`config.mk`:
```
export PLATFORM = sky130hd
export DESIGN_NAME = spi_reg_bridge
export DESIGN_NICKNAME = d
export VERILOG_FILES = /design/src/rtl/spi_reg_bridge_pkg.sv /design/src/rtl/spi_reg_bridge.sv
export SDC_FILE = /design/constraint.sdc
export NUM_CORES = 1
export LEC_CHECK = 0
export ABC_AREA = 1
export CELL_PAD_IN_SITES_DETAIL_PLACEMENT = 0
export CELL_PAD_IN_SITES_GLOBAL_PLACEMENT = 1
export CORE_AREA = 2 2 80 82
export CTS_BUF_LIST = sky130_fd_sc_hd__clkbuf_8
export DETAILED_ROUTE_END_ITERATION = 12
export DIE_AREA = 0 0 82 84
export PLACE_DENSITY = 0.77
export SLEW_MARGIN = 40
export SYNTH_ARGS = -nofsm -noshare
export SYNTH_HDL_FRONTEND = slang
export SYNTH_SLANG_ARGS = --single-unit
```
`constraint.sdc`:
```
create_clock -name clk -period 1.56 [get_ports clk]
set_input_delay 0.234 -clock clk [delete_from_list [all_inputs] [get_ports clk]]
set_output_delay 0.234 -clock clk [all_outputs]
set_load 0.03 [all_outputs]
```
`src/rtl/spi_reg_bridge_pkg.sv`:
```
// -----------------------------------------------------------------------------
// spi_reg_bridge_pkg
//
// Shared definitions for the SPI-to-register-bus bridge:
//   - FSM state encoding (legacy-compatible localparam constants)
//   - command byte layout (RW_BIT marks a write when set)
//   - transfer-length field width
//   - is_rx_state(): true for the states that consume bytes from the RX FIFO
// -----------------------------------------------------------------------------
package spi_reg_bridge_pkg;

  // Command byte is {rw, addr[6:0]}; rw = 1 selects a write burst.
  localparam int RW_BIT = 7;

  // Length byte and transfer counter width.
  localparam int LEN_W = 8;

  // FSM state encoding.
  localparam int ST_W = 3;
  localparam logic [ST_W-1:0] ST_IDLE      = 3'd0;
  localparam logic [ST_W-1:0] ST_GET_CMD   = 3'd1;
  localparam logic [ST_W-1:0] ST_GET_LEN   = 3'd2;
  localparam logic [ST_W-1:0] ST_GET_WDATA = 3'd3;
  localparam logic [ST_W-1:0] ST_BUS_WR    = 3'd4;
  localparam logic [ST_W-1:0] ST_BUS_RD    = 3'd5;
  localparam logic [ST_W-1:0] ST_WAIT_RD   = 3'd6;
  localparam logic [ST_W-1:0] ST_PUSH_TX   = 3'd7;

  // States in which the bridge pops and samples a byte from the RX FIFO.
  function automatic logic is_rx_state(input logic [ST_W-1:0] st);
    return (st == ST_GET_CMD) || (st == ST_GET_LEN) || (st == ST_GET_WDATA);
  endfunction

endpackage

```
`src/rtl/spi_reg_bridge.sv`:
```
// -----------------------------------------------------------------------------
// spi_reg_bridge
//
// Turns a byte stream from an SPI slave's RX FIFO into register-bus accesses.
// Frame: byte0 = {rw, addr}, byte1 = length L, then L+1 data transfers.
//   Write (rw=1): each following RX byte becomes one bus_we at an incrementing
//                 address.
//   Read  (rw=0): each transfer issues bus_re, captures bus_rdata on the next
//                 cycle and pushes it to the TX FIFO. RX bytes that arrive
//                 during a read are left in the RX FIFO.
// The address wraps modulo 2^ADDR_W. While frame_abort is high the bridge
// returns to IDLE and drains the RX FIFO at one byte every two cycles.
//
// Ports
//   clk          in   system clock (rising edge)
//   rst          in   asynchronous, active-high reset
//   frame_abort  in   high while SPI chip select is inactive
//   rx_data      in   [7:0] RX FIFO read data (valid the cycle after rx_rd_en)
//   rx_empty     in   RX FIFO empty
//   rx_rd_en     out  one-cycle RX FIFO pop
//   tx_data      out  [7:0] TX FIFO write data
//   tx_wr_en     out  one-cycle TX FIFO push
//   tx_full      in   TX FIFO full
//   bus_addr     out  [ADDR_W-1:0] register bus address
//   bus_we       out  one-cycle write strobe
//   bus_re       out  one-cycle read strobe
//   bus_wdata    out  [7:0] register write data
//   bus_rdata    in   [7:0] register read data (valid the cycle after bus_re)
//   busy         out  high whenever the FSM is not in IDLE
// -----------------------------------------------------------------------------
module spi_reg_bridge
  import spi_reg_bridge_pkg::*;
#(
  parameter int ADDR_W = 7
) (
  input  logic              clk,
  input  logic              rst,
  input  logic              frame_abort,
  input  logic [7:0]        rx_data,
  input  logic              rx_empty,
  output logic              rx_rd_en,
  output logic [7:0]        tx_data,
  output logic              tx_wr_en,
  input  logic              tx_full,
  output logic [ADDR_W-1:0] bus_addr,
  output logic              bus_we,
  output logic              bus_re,
  output logic [7:0]        bus_wdata,
  input  logic [7:0]        bus_rdata,
  output logic              busy
);

  // ---------------------------------------------------------------------------
  // State and datapath registers
  // ---------------------------------------------------------------------------
  logic [ST_W-1:0]   r_state;
  logic              r_rw;        // latched command direction
  logic              r_pending;   // a pop was issued last cycle; rx_data is valid now
  logic              r_flush_ph;  // alternates so flush pops happen every other cycle
  logic [LEN_W-1:0]  r_cnt;       // transfers remaining after the current one
  logic [ADDR_W-1:0] r_addr;
  logic [7:0]        r_wdata;
  logic [7:0]        r_rdata;     // byte captured from bus_rdata, pushed to TX

  logic              w_rx_pop;
  logic              w_tx_push;
  logic              w_last;

  assign w_last = (r_cnt == '0);

  // ---------------------------------------------------------------------------
  // FIFO strobes
  //
  // Pops in a byte-consuming state wait until the previously popped byte has
  // been sampled, so at most one pop is ever in flight. Flush pops only happen
  // in IDLE with frame_abort high and are spaced by r_flush_ph; because that
  // register is cleared on entry to IDLE, the first IDLE cycle after an abort
  // never pops. Both FIFO strobes are suppressed in any cycle where
  // frame_abort is high, except for flush pops.
  // ---------------------------------------------------------------------------
  // NOTE: every signal assigned in an always_comb block gets a default first,
  // so no path leaves it unassigned and no latch is inferred.
  always_comb begin
    w_rx_pop  = 1'b0;
    w_tx_push = 1'b0;
    if (!frame_abort) begin
      if (is_rx_state(r_state)) begin
        w_rx_pop = !rx_empty && !r_pending;
      end
      w_tx_push = (r_state == ST_PUSH_TX) && !tx_full;
    end else if (r_state == ST_IDLE) begin
      w_rx_pop = !rx_empty && r_flush_ph;
    end
  end

  assign rx_rd_en  = w_rx_pop;
  assign tx_wr_en  = w_tx_push;
  assign tx_data   = r_rdata;

  // Bus strobes are pure state decodes, so a strobe that is already high
  // when frame_abort rises still completes in that cycle.
  assign bus_we    = (r_state == ST_BUS_WR);
  assign bus_re    = (r_state == ST_BUS_RD);
  assign bus_addr  = r_addr;
  assign bus_wdata = r_wdata;
  assign busy      = (r_state != ST_IDLE);

  // ---------------------------------------------------------------------------
  // FSM and datapath
  // ---------------------------------------------------------------------------
  // NOTE: sequential state uses non-blocking assignments so every register
  // updates from the values present before the clock edge, regardless of the
  // order of the statements below.
  always_ff @(posedge clk or posedge rst) begin
    if (rst) begin
      r_state    <= ST_IDLE;
      r_rw       <= 1'b0;
      r_pending  <= 1'b0;
      r_flush_ph <= 1'b0;
      r_cnt      <= '0;
      r_addr     <= '0;
      r_wdata    <= '0;
      r_rdata    <= '0;
    end else begin
      // Only pops made by a byte-consuming state are followed by a sample;
      // flush pops simply discard the byte.
      r_pending <= w_rx_pop && is_rx_state(r_state);

      if (frame_abort) begin
        r_state    <= ST_IDLE;
        r_flush_ph <= (r_state == ST_IDLE) && !rx_empty && !r_flush_ph;
      end else begin
        r_flush_ph <= 1'b0;
        case (r_state)
          ST_IDLE: begin
            if (!rx_empty) begin
              r_state <= ST_GET_CMD;
            end
          end

          ST_GET_CMD: begin
            if (r_pending) begin
              // Command bits above the bus address width are ignored.
              r_addr  <= rx_data[ADDR_W-1:0];
              r_rw    <= rx_data[RW_BIT];
              r_state <= ST_GET_LEN;
            end
          end

          ST_GET_LEN: begin
            if (r_pending) begin
              r_cnt   <= rx_data;
              r_state <= r_rw ? ST_GET_WDATA : ST_BUS_RD;
            end
          end

          ST_GET_WDATA: begin
            if (r_pending) begin
              r_wdata <= rx_data;
              r_state <= ST_BUS_WR;
            end
          end

          ST_BUS_WR: begin
            r_addr <= r_addr + ADDR_W'(1);
            if (w_last) begin
              r_state <= ST_IDLE;
            end else begin
              r_cnt   <= r_cnt - LEN_W'(1);
              r_state <= ST_GET_WDATA;
            end
          end

          ST_BUS_RD: begin
            r_state <= ST_WAIT_RD;
          end

          ST_WAIT_RD: begin
            r_rdata <= bus_rdata;
            r_state <= ST_PUSH_TX;
          end

          ST_PUSH_TX: begin
            // Hold the captured byte until the TX FIFO has room.
            if (!tx_full) begin
              r_addr <= r_addr + ADDR_W'(1);
              if (w_last) begin
                r_state <= ST_IDLE;
              end else begin
                r_cnt   <= r_cnt - LEN_W'(1);
                r_state <= ST_BUS_RD;
              end
            end
          end

          default: begin
            r_state <= ST_IDLE;
          end
        endcase
      end
    end
  end

endmodule

```
After elaboration in Yosys (flattened, before gate mapping) --
Index checks and enable logic that the tools add are counted.
Storage, ports and cells: flip-flop bits (word level) 37, bits in latches 0, bits in writable memories 0, ROM bits 0, output and inout bits 28, logic and storage cells 71, memories 0
Cells by class: add/sub/neg operators 2, multipliers 0, divide/modulo/power cells 0, $lt $le $gt $ge 0, equality and inequality tests 15, shift-type cells 0, multiplexer cells 22, bitwise gates (word level) 1, reductions and logical operators 23
Operators with widths (count):
- $mux 3 | 8
- $mux 8 | 3
- $pmux 3 s8 | 1
- $pmux 8 s3 | 1
- $pmux 7 s3 | 1
- $ne 3x3->1 const B | 5
- $mux 7 | 2
- $eq 3x3->1 const B | 4
- $reduce_bool 3->1 | 3
- $logic_not 8->1 | 1
- $reduce_and 4->1 | 2
- $sub 8x1->8 const B | 1
- $add 7x1->7 const B | 1
- $eq 3x2->1 const B | 2
- $logic_and 1x1->1 | 6
- $ne 2x2->1 const B | 3
- $reduce_and 3->1 | 2
- $mux 1 | 5
- $reduce_and 5->1 | 1
- $logic_not 1->1 | 4
- $eq 3x1->1 const B | 1
- $logic_not 3->1 | 1
- $logic_or 1x1->1 | 2
- $mux 2 | 1
- 2 further kinds | 2

Logic depth before layout (Yosys ltp) --
Gate-level depths: netlist of the first run.
word-level depth 6, depth in mapped cells 10, gate-level depth less buffers 10

Worst setup path before layout of the first run --
Ideal clock, no wire load.
kind flip-flop to output port, start point register r_state[2], end point output rx_rd_en, data arrival time 1536 ps, required time 1326 ps, path slack -210 ps, stages on the path, launching flop included 7, buffers on the path 1, cells stage by stage dfrtp_1 > buf_6 > inv_1 > nand2_1 > inv_1 > nand2_1 > o21bai_1
Between the ends: longest elaborated chain between the ends 5, elaborated cells on any way between the ends 9
Ends and longest elaborated chain:
- start: declaration | line spi_reg_bridge.sv:56 | logic [ST_W-1:0] r_state;
- start signal: assignment | line spi_reg_bridge.sv:153 | r_state <= r_rw ? ST_GET_WDATA : ST_BUS_RD;
- $eq 3x1->1 or $eq 3x2->1 (tied branches) | line spi_reg_bridge_pkg.sv:31 | return (st == ST_GET_CMD) || (st == ST_GET_LEN) || (st == ST_GET_WDATA);
- $logic_or 1x1->1 (2 in a row) | line spi_reg_bridge_pkg.sv:31
- $mux 1 | line spi_reg_bridge.sv:87 | if (is_rx_state(r_state)) begin
- $mux 1 * | line spi_reg_bridge.sv:86 | if (!frame_abort) begin
- end: declaration | line spi_reg_bridge.sv:41 | output logic rx_rd_en,
Every way passes the cells marked *; elsewhere a longest branch is shown, timed or not.

Worst setup path after layout of the first run --
start point register r_state[1], end point output rx_rd_en
The elaborated chain is that of the path after synthesis.

==> results of run 1 <==
-- metal layers --
layer  share of wire  vias to the layer above  routed length [µm]  track usage
met2            0.49                       50                2860        0.288
met3           0.035                       10                 203       0.0325
met4           0.018                        0                 102       0.0591
met5               0                        -                   0            0
li1                -                     1070                   -            -
met1            0.45                      992                2630        0.242
-- cell type report --
| type | instances | area share |
|---|---|---|
| inverter | 29 | 0.0402 |
| multi-input combinational | 201 | 0.351 |
| clock inverter | 3 | 0.0185 |
| clock buffer | 5 | 0.0196 |
| sequential | 37 | 0.264 |
| tap | 77 | 0.0274 |
| timing repair buffer | 98 | 0.279 |
-- cell families after synthesis --
logic type | after synthesis
xor+xnor | 3
buf+inv | 34
simple gates | 163
fa+ha+maj | 2
mux | 15
flops | 37
compound gates | 18
-- state kept, by name, summed over array words and instances, names as in the netlist --
| signal | flops |
|---|---|
| bus_wdata | 8 |
| r_cnt | 8 |
| tx_data | 8 |
| bus_addr | 7 |
| r_state | 3 |
| r_flush_ph | 1 |
| r_pending | 1 |
| r_rw | 1 |
-- cell usage after synthesis, drive strengths merged --
cell type	n	area, µm²
nand2	106	425
dfrtp	37	926
nor2	30	169
inv	29	116
mux2	15	169
nand3	15	103
o21ai	13	68.8
nand4	7	65.1
buf	5	52.6
ha	2	25.0
nand3b	2	15.0
nor3	2	10.0
o21bai	2	15.0
xnor2	2	17.5
a21boi	1	7.51
a21oi	1	5.00
a31oi	1	6.26
or2	1	6.26
xor2	1	8.76
-- worst max-delay path, cell delays in order (launching register included) --
cell                       delay, ns
sky130_fd_sc_hd__dfrtp_1        0.37
sky130_fd_sc_hd__buf_12         0.12
sky130_fd_sc_hd__nor2_8         0.03
sky130_fd_sc_hd__nor2_1         0.09
sky130_fd_sc_hd__nand2_1        0.09
sky130_fd_sc_hd__nor3_2         0.17
sky130_fd_sc_hd__o21bai_4       0.16
sky130_fd_sc_hd__buf_6          0.14
-- where the power goes --
part / switching [mW] / leakage, nW / internal (mW) / total (mW)
clock: 0.359 / 0.0681 / 0.635 / 0.995
combinational: 1.21 / 1.38 / 1.11 / 2.32
sequential: 0.258 / 0.498 / 1.17 / 1.43
-- worst max-delay path by stage --
stage | to | slack [ns] | cells after the start
2_1_floorplan | rx_rd_en | 0.02 | 6
3_3_place_gp | rx_rd_en | -0.10 | 4
3_5_place_dp | rx_rd_en | -0.12 | 4
4_1_cts | rx_rd_en | -0.21 | 7
5_1_grt | rx_rd_en | -0.28 | 7
6_report | rx_rd_en | -0.17 | 7
-- what timing repair did --
action                                  CTS  global route
gates resized for setup                  42            38
endpoints found under the setup margin   30            36
cloned                                    0             0
hold buffers                              0             0
buffers inserted                         16            11
pin swaps                                 8             5
==> metrics.txt, run 1 <==
post-layout power 4.75 mW; clock transition time at the flip-flop clock pins of the worst setup and hold paths 0.08 ns; number of buffers inserted during clock tree synthesis 5; largest fanout of any net on the critical path 3; synthesized netlist net count 295; Clock Tree Root sky130_fd_sc_hd__clkbuf_8; Max clock buf depth 2; cell depth of the worst flop-to-flop path 10; type of the most critical hold path in2async; Remaining DRCs 0; fmax 579 MHz; outcome finished with violations; origin of the worst setup path r_state[1]; number of DRC markers in iteration 0 122; layout net count 395; post-synthesis compound-gate area fraction 0.0464; number of filler instances in the final layout 557; average via count per standard cell 4.72; total of max-cap violations 0; ANT nets after route 0; Clock Latency Late Sink 0.29 ns; commonest non-fill, non-tap cell in the layout sky130_fd_sc_hd__nand2_1; Post-Place Cell Area 2960 µm²; number of global-route vias before repair 2083; Buffers on Ports 48; Post-Place Worst Slack -0.117 ns; horizontal extent of the die 82 µm; violated checks setup timing; TritonCTS Sinks 37; multiplexer fraction of the synthesized cell area 0.0764; Hold Slack 0.288 ns; Critical Path AT 1.49 ns; final setup vio count 19; mean cell area of the mapped netlist 8.13 µm²; floorplan die height 84 µm; RSZ-0062 raised after global routing yes; clock skew after layout 0.00565 ns; number of cells in the design after placement 415; area taken by multi-input logic gates 1230 µm²; maximum number of pins on one net before global-route repair 38; standard-cell row count 29; area of the placeable core 6100 µm²; CTS tree yes; Post-Layout Cell Count 450; global-route usage over all layers 0.180; final antenna diode count 0; simple-gate portion of the synthesized area 0.359; Seq/Total Area, Yosys 0.419; Core Util, Final 0.577; sum of negative setup slack -1.28 ns; worst IR drop on VDD 0.785 mV; final cycle utilization of the critical path 1.11; R2R setup slack -0.10 ns; number of top-level pins 49; fraction of layout cells with a size suffix above 1 0.319; number of hold-slack violations in the final timing report 0; Worst Max-Slew Pin Slew 0.330 ns; number of iterations in the first detailed-routing pass 4; sum of net half-perimeters after detailed placement 3870 µm; endpoint of the most critical register-to-register path r_cnt[6]; Critical Path Sink Type output pin; initial antenna violation count 0; effective utilization at floorplan 0.363; Sequential cell area 928 µm²; YS warnings 0; critical path type reg2out; final critical-path setup slack -0.167 ns; floorplan die area 6890 µm²; global placement routability congestion 0.778; final number of max-transition violations 0; relative slew slack 0.780; routed vias 2122; Layout Area Growth over Synthesis 59.0%; leakage power summed over all cells 1.95 nW; wire length reported by the detailed router 5800 µm; data required time at the worst endpoint 1.33 ns; H-tree Lvls 2; post-synthesis cell area 2210 µm²; number of storage elements in the synthesis netlist 37; leftover overflow at the end of global routing 0; highest-count cells in the layout ignoring fill and taps sky130_fd_sc_hd__nand2_1 (97), sky130_fd_sc_hd__dfrtp_1 (35), sky130_fd_sc_hd__buf_4 (33); Mapped Cells 272; ratio of total power to cell area 1350 nW/µm²; main combinational cell family by area after synthesis simple AND/OR/NAND/NOR gates; number of distinct library cells after synthesis 34; clock period minus final worst setup slack 1.73 ns; sort of element at the start of the critical path flop; post-route cell area 3520 µm²; Routed wire per std cell 12.9 µm; wire length of the first global-routing pass 9540 µm; post-synthesis share of cell area spent on xor and xnor gates 0.0119; launching point of the worst reg2reg path r_state[2]; arithmetic-cell share of the synthesized area counting full adders, half adders and majority gates 0.0113
Note: power is estimated with default switching activity, not from simulation.
==> run 2, diff against run 1 <==
--- a/config.mk
+++ b/config.mk
@@ -13,6 +13,7 @@
 export DETAILED_ROUTE_END_ITERATION = 12
 export DIE_AREA = 0 0 82 84
 export PLACE_DENSITY = 0.77
+export SETUP_SLACK_MARGIN = 0.5
 export SLEW_MARGIN = 40
 export SYNTH_ARGS = -nofsm -noshare
 export SYNTH_HDL_FRONTEND = slang
==> run 2 against run 1 <==
The flow still finishes with violations (setup timing); worst setup slack gained 0.0086 ns; largest power group unchanged; sequential power about the same; via count rose by 4.3%; sequential share of layout area decreased by 1.5 points; die area stayed put.
==> metrics.txt, run 2 (synthesis gave the netlist of run 1 again) <==
clock period minus final worst setup slack 1.72 ns (-0.00862 ns); final number of max-transition violations 0 (unchanged); sum of buffers and inverters on the critical path 1 (-1); commonest non-fill, non-tap cell in the layout sky130_fd_sc_hd__nand2_1; Worst Max-Slew Pin Slew 0.280 ns (-0.0498 ns); area of the placeable core 6100 µm² (unchanged); Max clock buf depth 2 (unchanged); clock skew after layout 0.00824 ns (+0.00259 ns); Critical Path AT 1.48 ns (about the same); CTS tree yes; count of hold buffers inserted by post-cts repair 0 (unchanged); final setup vio count 13 (-6); cell-by-cell trace of the critical path nor2_1, nand2_1, nor3_2, o21bai_4, buf_6; standard-cell row count 29 (unchanged); Critical Path Sink Type output pin; H-tree Lvls 2 (unchanged); Layout Area Growth over Synthesis 69.6%; global-route usage over all layers 0.189 (+0.00981); maximum number of pins on one net before global-route repair 31 (-18%); Crit path largest cell delay 0.48 ns (+0.11 ns); worst IR drop on VDD 0.751 mV (-4.3%); routed vias 2213 (+4.3%); CP max-delay cell sky130_fd_sc_hd__dfrtp_2; horizontal extent of the die 82 µm (unchanged); number of DRC markers in iteration 0 123 (+0.82%); Routed wire per std cell 13.5 µm (+5.0%); sort of element at the start of the critical path flop; Remaining DRCs 0 (unchanged); total of max-cap violations 0 (unchanged); floorplan die area 6890 µm² (unchanged); number of top-level pins 49 (unchanged); switching power 1.97 mW (+8.2%); global placement routability congestion 0.806 (+3.6%); violated checks setup timing; Flop pwr share 0.309 (+0.007); floorplan die height 84 µm (unchanged); clock transition time at the flip-flop clock pins of the worst setup and hold paths 0.08 ns (about the same); effective utilization at floorplan 0.363 (unchanged); Buffers on Ports 48 (unchanged); wire length reported by the detailed router 6370 µm (+9.9%); number of iterations in the first detailed-routing pass 4 (unchanged); final cycle utilization of the critical path 1.10 (-0.00552); largest fanout of any net on the critical path 7 (+4); number of cells on the critical path 5 (-2); clock share of power 0.142 (-0.067); outcome finished with violations; wire length of the first global-routing pass 10300 µm (+7.7%); Clock Tree Root sky130_fd_sc_hd__clkbuf_8; final antenna diode count 0 (unchanged); share of power burned in combinational logic 0.549 (+0.060); RSZ-0062 raised after global routing yes; number of buffers inserted during clock tree synthesis 5 (unchanged); fraction of layout cells with a size suffix above 1 0.452 (+0.133); number of hold-slack violations in the final timing report 0 (unchanged); leftover overflow at the end of global routing 0 (unchanged); Core Util, Final 0.615 (+0.0384); highest-count cells in the layout ignoring fill and taps sky130_fd_sc_hd__nand2_1 (92), sky130_fd_sc_hd__buf_4 (50), sky130_fd_sc_hd__buf_6 (46); Internal Power 2.72 mW (-6.9%); leakage power summed over all cells 1.90 nW (-2.1%); TritonCTS Sinks 37 (unchanged); average via count per standard cell 4.70 (-0.36%); Clock Latency Late Sink 0.29 ns (about the same); number of global-route vias before repair 2181 (+4.7%); layout net count 416 (+5.3%); ratio of total power to cell area 1250 nW/µm² (-7.3%); Crit path max-delay family flip-flops; data required time at the worst endpoint 1.33 ns (about the same); critical path type reg2out; ANT nets after route 0 (unchanged); relative slew slack 0.813 (+0.0334); final critical-path setup slack -0.158 ns (+0.00862 ns); fmax 582 MHz (+0.50%); sum of negative setup slack -0.602 ns (+0.677 ns); sum of net half-perimeters after detailed placement 3990 µm (+3.0%); type of the most critical hold path in2async; cell depth of the worst flop-to-flop path 10 (unchanged); initial antenna violation count 0 (unchanged); switching power as a share of total power 0.420 (+0.0359)
==> run 2: changes by cell type in the layout (fill, tap and decap cells not counted), moves of 4 or more <==
cell / before / now
sky130_fd_sc_hd__buf_12: 7 / 1
sky130_fd_sc_hd__buf_4: 33 / 50
sky130_fd_sc_hd__buf_6: 15 / 46
sky130_fd_sc_hd__clkinvlp_4: 0 / 4
sky130_fd_sc_hd__dfrtp_1: 35 / 31
sky130_fd_sc_hd__dfrtp_2: 2 / 6
sky130_fd_sc_hd__dlygate4sd2_1: 17 / 0
sky130_fd_sc_hd__dlymetal6s2s_1: 6 / 0
sky130_fd_sc_hd__mux2_2: 11 / 7
sky130_fd_sc_hd__mux2_4: 2 / 7
sky130_fd_sc_hd__nand2_1: 97 / 92
==> run 2: final timing paths <==
| path | from | slack [ns] | endpoint |
|---|---|---|---|
| min in group clk | r_flush_ph | 0.45 | r_flush_ph |
| worst min-delay path | rst | 0.21 | bus_addr[6] |
| worst max register to register | r_state[2] | -0.05 | r_cnt[7] |
| max in group asynchronous | rst | 0.93 | r_state[2] |
| worst max-delay path | r_state[2] | -0.16 | rx_rd_en |
| worst min register to register | r_flush_ph | 0.45 | r_flush_ph |
==> run 2: power by group through the flow <==
| stage | Clock (mW) | Sequential [mW] | Combinational [mW] |
|---|---|---|---|
| after floorplan | 0 | 1.56 | 1.24 |
| after global placement | 0 | 1.48 | 1.89 |
| after detailed placement | 0 | 1.47 | 1.91 |
| after CTS | 0.684 | 1.44 | 2.38 |
| after global routing | 0.719 | 1.48 | 2.84 |
| final | 0.669 | 1.45 | 2.58 |
==> run 2: metal layers <==
layer	global-route usage	share of wire	vias up
met4	0.0470	0.013	0
met3	0.0325	0.032	7
met2	0.305	0.52	51
li1	-	-	1114
met5	0	0	-
met1	0.262	0.43	1041
==> run 2: stage by stage <==
step / hold slack [ns] / worst slack, ns / total power, mW / cells / instance area [µm²]
after global placement: 0.411 / -0.0815 / 3.37 / 411 / 3000
after global routing: 0.231 / -0.209 / 5.04 / 471 / 3750
after detailed placement: 0.416 / -0.0949 / 3.38 / 411 / 3000
after CTS: 0.213 / -0.0954 / 4.51 / 451 / 3510
final: 0.207 / -0.158 / 4.70 / 471 / 3750
after floorplan: 0.194 / 0.201 / 2.80 / 272 / 2330
==> run 2: area by class of cell <==
type / count / area (µm²)
multi-input combinational: 202 / 1360
tap: 77 / 96.3
timing repair buffer: 118 / 1130
clock inverter: 3 / 15.0
fill: 515 / 2350
clock buffer: 5 / 68.8
inverter: 29 / 145
sequential: 37 / 933
==> run 2: what timing repair did <==
item	CTS	global route
gates cloned	1	0
buffers inserted	31	20
resized for setup	201	22
setup endpoints to repair	65	65
pin swaps	8	14
